### config.mk
export PLATFORM = sky130hd
export DESIGN_NAME = instruction_fetch_unit
export DESIGN_NICKNAME = d
export VERILOG_FILES = /design/src/rtl/instruction_fetch_unit.sv
export SDC_FILE = /design/constraint.sdc
export NUM_CORES = 1
export LEC_CHECK = 0
export ABC_CLOCK_PERIOD_IN_PS = 1950
export CELL_PAD_IN_SITES_DETAIL_PLACEMENT = 0
export CELL_PAD_IN_SITES_GLOBAL_PLACEMENT = 1
export CORE_MARGIN = 2
export CORE_UTILIZATION = 31
export CTS_CLUSTER_SIZE = 12
export DETAILED_ROUTE_END_ITERATION = 10
export GPL_ROUTABILITY_DRIVEN = 0
export GPL_TIMING_DRIVEN = 0
export PLACE_DENSITY_LB_ADDON = 0.12
export SLEW_MARGIN = 10
export SYNTH_ARGS = -nofsm -noshare
export SYNTH_HDL_FRONTEND = slang
export SYNTH_SLANG_ARGS = --single-unit
### constraint.sdc
create_clock -name clock -period 1.95 [get_ports clock]
set_input_delay 0.2925 -clock clock [delete_from_list [all_inputs] [get_ports clock]]
set_output_delay 0.2925 -clock clock [all_outputs]
set_load 0.02 [all_outputs]
### src/rtl/instruction_fetch_unit.sv
// instruction_fetch_unit
// Fetches 16-bit instruction words from program memory one at a time and
// presents them to the decode stage. Holds the fetch program counter,
// redirects on control-flow branches and stops for good once the decoder
// accepts an instruction it flags as illegal. Every output is decoded from
// registered state only, so memory and decoder inputs never reach an output
// combinationally.
module instruction_fetch_unit #(
  parameter logic [14:0] RESET_ADDRESS = 15'h0000
) (
  input  logic        clock,
  input  logic        reset,
  output logic        mem_request,
  output logic [14:0] mem_address,
  input  logic        mem_ready,
  input  logic [15:0] mem_data,
  output logic [15:0] instruction,
  output logic        instruction_valid,
  input  logic        instruction_accept,
  input  logic        illegal_instruction,
  input  logic        branch_valid,
  input  logic [14:0] branch_address,
  output logic [14:0] program_counter,
  output logic        halted
);

  // State encoding, kept as plain constants for compatibility with older tools.
  localparam logic [1:0] ST_IDLE    = 2'd0;
  localparam logic [1:0] ST_FETCH   = 2'd1;
  localparam logic [1:0] ST_PRESENT = 2'd2;
  localparam logic [1:0] ST_HALT    = 2'd3;

  logic [1:0]  state_r;
  logic [1:0]  state_next_s;
  logic [14:0] fetch_pc_r;
  logic [15:0] instruction_r;
  logic [14:0] program_counter_r;

  // Datapath strobes derived from the current state and this cycle's inputs.
  logic load_branch_s;
  logic capture_s;
  logic illegal_accept_s;

  // Next-state selection and datapath strobes.
  always_comb begin
    state_next_s     = state_r;
    load_branch_s    = 1'b0;
    capture_s        = 1'b0;
    illegal_accept_s = 1'b0;
    case (state_r)
      ST_IDLE: begin
        // A fresh request is always issued out of IDLE; a branch seen here
        // simply retargets that first request.
        state_next_s  = ST_FETCH;
        load_branch_s = branch_valid;
      end
      ST_FETCH: begin
        if (branch_valid) begin
          // The redirect wins over any word returned this cycle.
          load_branch_s = 1'b1;
          state_next_s  = ST_FETCH;
        end else if (mem_ready) begin
          capture_s    = 1'b1;
          state_next_s = ST_PRESENT;
        end else begin
          state_next_s = ST_FETCH;
        end
      end
      ST_PRESENT: begin
        // The illegal verdict only matters when the word is actually taken.
        illegal_accept_s = instruction_accept & illegal_instruction;
        if (illegal_accept_s) begin
          state_next_s = ST_HALT;
        end else if (branch_valid) begin
          load_branch_s = 1'b1;
          state_next_s  = ST_FETCH;
        end else if (instruction_accept) begin
          state_next_s = ST_FETCH;
        end else begin
          state_next_s = ST_PRESENT;
        end
      end
      ST_HALT: begin
        state_next_s = ST_HALT;
      end
      default: begin
        // Unreachable encodings fall into the safe halted state.
        state_next_s = ST_HALT;
      end
    endcase
  end

  // Control state register.
  always_ff @(posedge clock or negedge reset) begin
    if (!reset) begin
      state_r <= ST_IDLE;
    end else begin
      state_r <= state_next_s;
    end
  end

  // Fetch program counter: branch target, post-increment on capture, else hold.
  always_ff @(posedge clock or negedge reset) begin
    if (!reset) begin
      fetch_pc_r <= RESET_ADDRESS;
    end else if (load_branch_s) begin
      fetch_pc_r <= branch_address;
    end else if (capture_s) begin
      // 15-bit addition wraps 7FFF back to 0000 naturally.
      fetch_pc_r <= fetch_pc_r + 15'd1;
    end else begin
      fetch_pc_r <= fetch_pc_r;
    end
  end

  // Presented instruction and its address, loaded only when memory answers.
  always_ff @(posedge clock or negedge reset) begin
    if (!reset) begin
      instruction_r     <= 16'h0000;
      program_counter_r <= RESET_ADDRESS;
    end else if (capture_s) begin
      instruction_r     <= mem_data;
      program_counter_r <= fetch_pc_r;
    end else begin
      instruction_r     <= instruction_r;
      program_counter_r <= program_counter_r;
    end
  end

  // Output decode from registered state only.
  always_comb begin
    mem_request       = 1'b0;
    instruction_valid = 1'b0;
    halted            = 1'b0;
    case (state_r)
      ST_IDLE: begin
        mem_request = 1'b0;
      end
      ST_FETCH: begin
        mem_request = 1'b1;
      end
      ST_PRESENT: begin
        instruction_valid = 1'b1;
      end
      ST_HALT: begin
        halted = 1'b1;
      end
      default: begin
        halted = 1'b1;
      end
    endcase
  end

  assign mem_address     = fetch_pc_r;
  assign instruction     = instruction_r;
  assign program_counter = program_counter_r;

endmodule

After elaboration in Yosys (flattened, before gate mapping). Cells that the tools add are included.

Bits in registers: 48. Word-level logic and storage cells: 28. Input bits: 37. Output and inout bits: 49.

Add/sub/neg operators: 1. Equal/unequal tests: 3. Mux-type cells: 17. Bitwise gates (word level): 1. Reductions and logical operators: 2.

Operators by type and width (number): $mux 15 (2); $add 15x1->15 const B (1); $mux 2 (5); $mux 1 (8); $pmux 2 s4 (1); $eq 2x2->1 const B (2); $pmux 1 s3 (1); $eq 2x1->1 const B (1); $logic_not 2->1 (1); $reduce_bool 2->1 (1); $and 1x1->1 (1).

Depth between registers and ports, before layout.
Depth after elaboration: 5. Gate-level depth with buffers: 6. Depth with buffers taken out: 5.

Least setup slack after synthesis. Ideal clock, no wire load.

Kind: register -> register. Start point: register fetch_pc_r[3] (netlist: mem_address[3]). End point: register fetch_pc_r[14] (netlist: mem_address[14]). Slack: 0.120 ns. Data arrival time: 1.748 ns. Buffers on the path: 1. Period minus slack after synthesis: 1.830 ns. Required time: 1.868 ns. Setup time: 0.082 ns. Stages on the path, launching flop included: 6. Path through: dfrtp_1 buf_2 nand4_2 or4_1 or3_1 a31oi_1.

Word-level cells in the longest chain between the ends: 3.

Ends and longest elaborated chain: from (decl) (RTL line 35) `logic [14:0] fetch_pc_r;`; from (signal assigned) (RTL line 107) `fetch_pc_r <= branch_address;`; from (signal assigned) (RTL line 110) `fetch_pc_r <= fetch_pc_r + 15'd1;`; from (signal assigned) (RTL line 112) `fetch_pc_r <= fetch_pc_r;`; $add 15x1->15 (RTL line 110); $mux 15 (RTL line 108) `end else if (capture_s) begin`; $mux 15 (RTL line 106) `end else if (load_branch_s) begin`.

Every way passes these cells. The select of a mux whose other input is x is not followed. A chain may end at the register's enable or synchronous reset.

Worst setup path after layout.
Start point: register state_r[0]. End point: output port instruction_valid.

Word-level cells in the longest chain between the ends: 2.

Ends and longest elaborated chain: from (decl) (RTL line 33) `logic [1:0] state_r;`; from (signal assigned) (RTL line 98) `state_r <= state_next_s;`; $eq 2x2->1 (RTL line 135) `case (state_r)`; $mux 1 (RTL line 135); to (decl) (RTL line 18) `output logic instruction_valid,`.

Every way passes these cells.

==> metrics.txt <==
Sw Pwr=1.70 mW; port buffer count=85; sequential area share after synthesis=0.562; syn avg cell area=8.95 um^2; final hold vios=0; Simple-Gate Fraction of Synth Area=0.276; placed cell count=405; synth top area cells=dfrtp_1 56%, nand2_1 17%, o21ai_0 3.5%; clk_lat worst skew=0.31 ns; Final Critical Period=1.85 ns; power share of the sequential group=0.403; synth unique cells=35; Max Clock Freq=0.542 GHz; first-pass GRT wire length=slightly below 10000 um; Least-Margin Pin Slew=0.453 ns; initial antenna violation count=0; Cells after Synth=between 200 and 250; Crit Reg-Reg Startpoint=mem_address[7]; H-tree levels=2; adder-cell share of the synthesized area=0.00585; Slew HR=0.698; sw frac=0.391; most frequent cell after synthesis=nand2_1; Placement Rows=30; Pins Over Slew Limit=0; worst-path fanout max=7; R2R Setup Slk=0.13 ns; unrepaired setup endpoints after global routing=false; setup repair bufs after CTS=0; Post-synth ARST share=1.00; Overflow after GRT=0; Clock Path Buffers=2; ANT cells=0; vias in the first global route=1907; clock sink total=between 40 and 50; Post-synth top cells=98 x nand2_1, 48 x dfrtp_1, 15 x o21ai_0; worst vdd ir=0.523 mV; Seq. cell area=1200 um^2; IO Count=86; synthesized area=2140 um^2; P_int=around 2.6 mW; drt wl/cell=around 14 um; DP Area=between 3000 and 4000 um^2; WP data required=1.66 ns; leading area contributor after synthesis=dfrtp_1; main combinational cell family by area after synthesis=simple AND/OR/NAND/NOR gates; Finished Layout Cells=414; core area=~6700 um^2; Synth Area in XOR/XNOR=0.0123; Initial Utilization=0.318; maxcap violations=0; nets=371; top cell type's share of synthesized area=0.562; Tot GR Track Use=0.166; die width=between 80 and 90 um; area of the multi-input gates=880 um^2; clock skew=around 0.0082 ns; Iteration-0 DRC Markers=82; Setup Total Neg Slack=0 ns; Die Span Y=87.1 um; synth warn=0; CTS tree=done; Syn-to-layout area delta=51.2%; crit start category=flop; status=completed; Detailed Place HPWL=approximately 4000 um; post-route design area=3230 um^2; Clock power frac=0.150; Min-Delay Path Class=in2async; clock-pin slew on the worst setup and hold paths=0.10 ns; hold_ws=0.451 ns; period utilization=0.946; Power per Cell Area=1340 nW/um^2; Pleak=1.42 nW; vias=2006; Comb pwr share=0.447; Die Area=7580 um^2; Final ANT Viol Nets=0; Pre-antenna DRT Iters=4; final WL=~6000 um; Remaining DRCs=0; # fillers=662; syn nets=approximately 280; Vias/cell=4.85; Synth Area in Compound Gates=0.113; R2R cell count=4; clock root cell=clkbuf_8; Setup CP Type=reg2out; layout cell share with drive strength beyond 1=0.0719; largest net degree at the start of global routing=34; Top FF cell, synth=dfrtp_1; CP arrival=between 1.5 and 2 ns; CTS buffer count=5; Reg2Reg Capture Point=mem_address[14]; final setup vio count=0; mux share of post-synthesis cell area=0; post-synthesis register bit count=48; number of flops mapped to enable cells by yosys=0; Worst setup EP type=primary output
layout by cell type, fill, tap and decap left out, types with 2 or more instances in the layout:
master,n
nor4_1,6
a22oi_1,2
dfrtp_1,47
and2_1,2
nand4_1,2
clkbuf_2,5
buf_2,4
a211oi_1,3
a31oi_1,2
nor2_1,7
clkbuf_8,6
nand2_1,98
or3_1,2
xnor2_1,2
o21ai_0,15
clkbuf_4,2
clkdlybuf4s50_1,84
inv_1,3
nor2b_1,2
clkinvlp_4,2
a221o_1,4
clkbuf_1,2
a21oi_1,2
nor3_1,6
nand3_1,5
routing by layer:
metal	share of wire	vias up	global-route usage
met1	0.49	939	0.239
met3	0.054	7	0.0389
met5	0	-	0
met2	0.45	57	0.250
met4	0.010	0	0.0455
li1	-	1003	-
power groups by stage:
| stage | Sequential, mW | Combinational [mW] | Clock, mW |
|---|---|---|---|
| 2_1_floorplan | 2.20 | 0.452 | 0 |
| 3_3_place_gp | 1.75 | 1.93 | 0 |
| 3_5_place_dp | 1.76 | 1.94 | 0 |
| 4_1_cts | 1.75 | 1.95 | 0.669 |
| 5_1_grt | 1.83 | 2.11 | 0.706 |
| 6_report | 1.75 | 1.94 | 0.650 |
timing repair:
| action | CTS | global route |
|---|---|---|
| hold buffers | 1 | 0 |
| endpoints found under the hold margin | 15 | 0 |
| endpoints found under the setup margin | 13 | 12 |
| gates resized for setup | 3 | 8 |
flip-flops by register name, summed over array words and instances (netlist names):
| signal | flops |
|---|---|
| program_counter | 15 |
| mem_address | 15 |
| state_r | 2 |
| instruction | 16 |
kinds of logic after synthesis:
family,after synthesis
xor gates and xnor gates,3
DFF,48
and+or+nand+nor,135
adders and majority gates,1
buffers and inverters,16
AOI/OAI and AO/OA,36
worst max-delay path, stage by stage, from the launching register on:
cell	delay [ns]
dfrtp_1	0.45
nor2b_1	0.17
clkdlybuf4s50_1	0.62
how the worst max path moves through the flow:
stage                         from  cells past startpoint                end  slack [ns]
finish                  state_r[0]                      2  instruction_valid        0.10
global route          branch_valid                      7     mem_address[1]       0.004
CTS                 mem_address[3]                      5    mem_address[14]        0.04
detailed placement    branch_valid                      7     mem_address[1]       -0.37
global placement             reset                      1     instruction[7]       -0.98
floorplan           mem_address[3]                      5    mem_address[14]        0.12
stage by stage:
step / power, mW / utilization / worst slack (ns)
finish: 4.34 / 0.481 / 0.105
floorplan: 2.65 / - / 0.120
detailed placement: 3.71 / 0.462 / -0.372
global placement: 3.68 / 0.460 / -0.975
global route: 4.64 / 0.481 / 0.00358
CTS: 4.37 / 0.479 / 0.0432
cell type report:
class | count | share of cell area
timing repair buffer | 87 | 0.271
clock inverter | 2 | 0.00464
clock buffer | 6 | 0.0255
tap | 80 | 0.0310
buffer | 13 | 0.0205
multi-input combinational | 175 | 0.272
inverter | 3 | 0.00348
sequential | 48 | 0.372
Power figures use the tool's default switching activity.
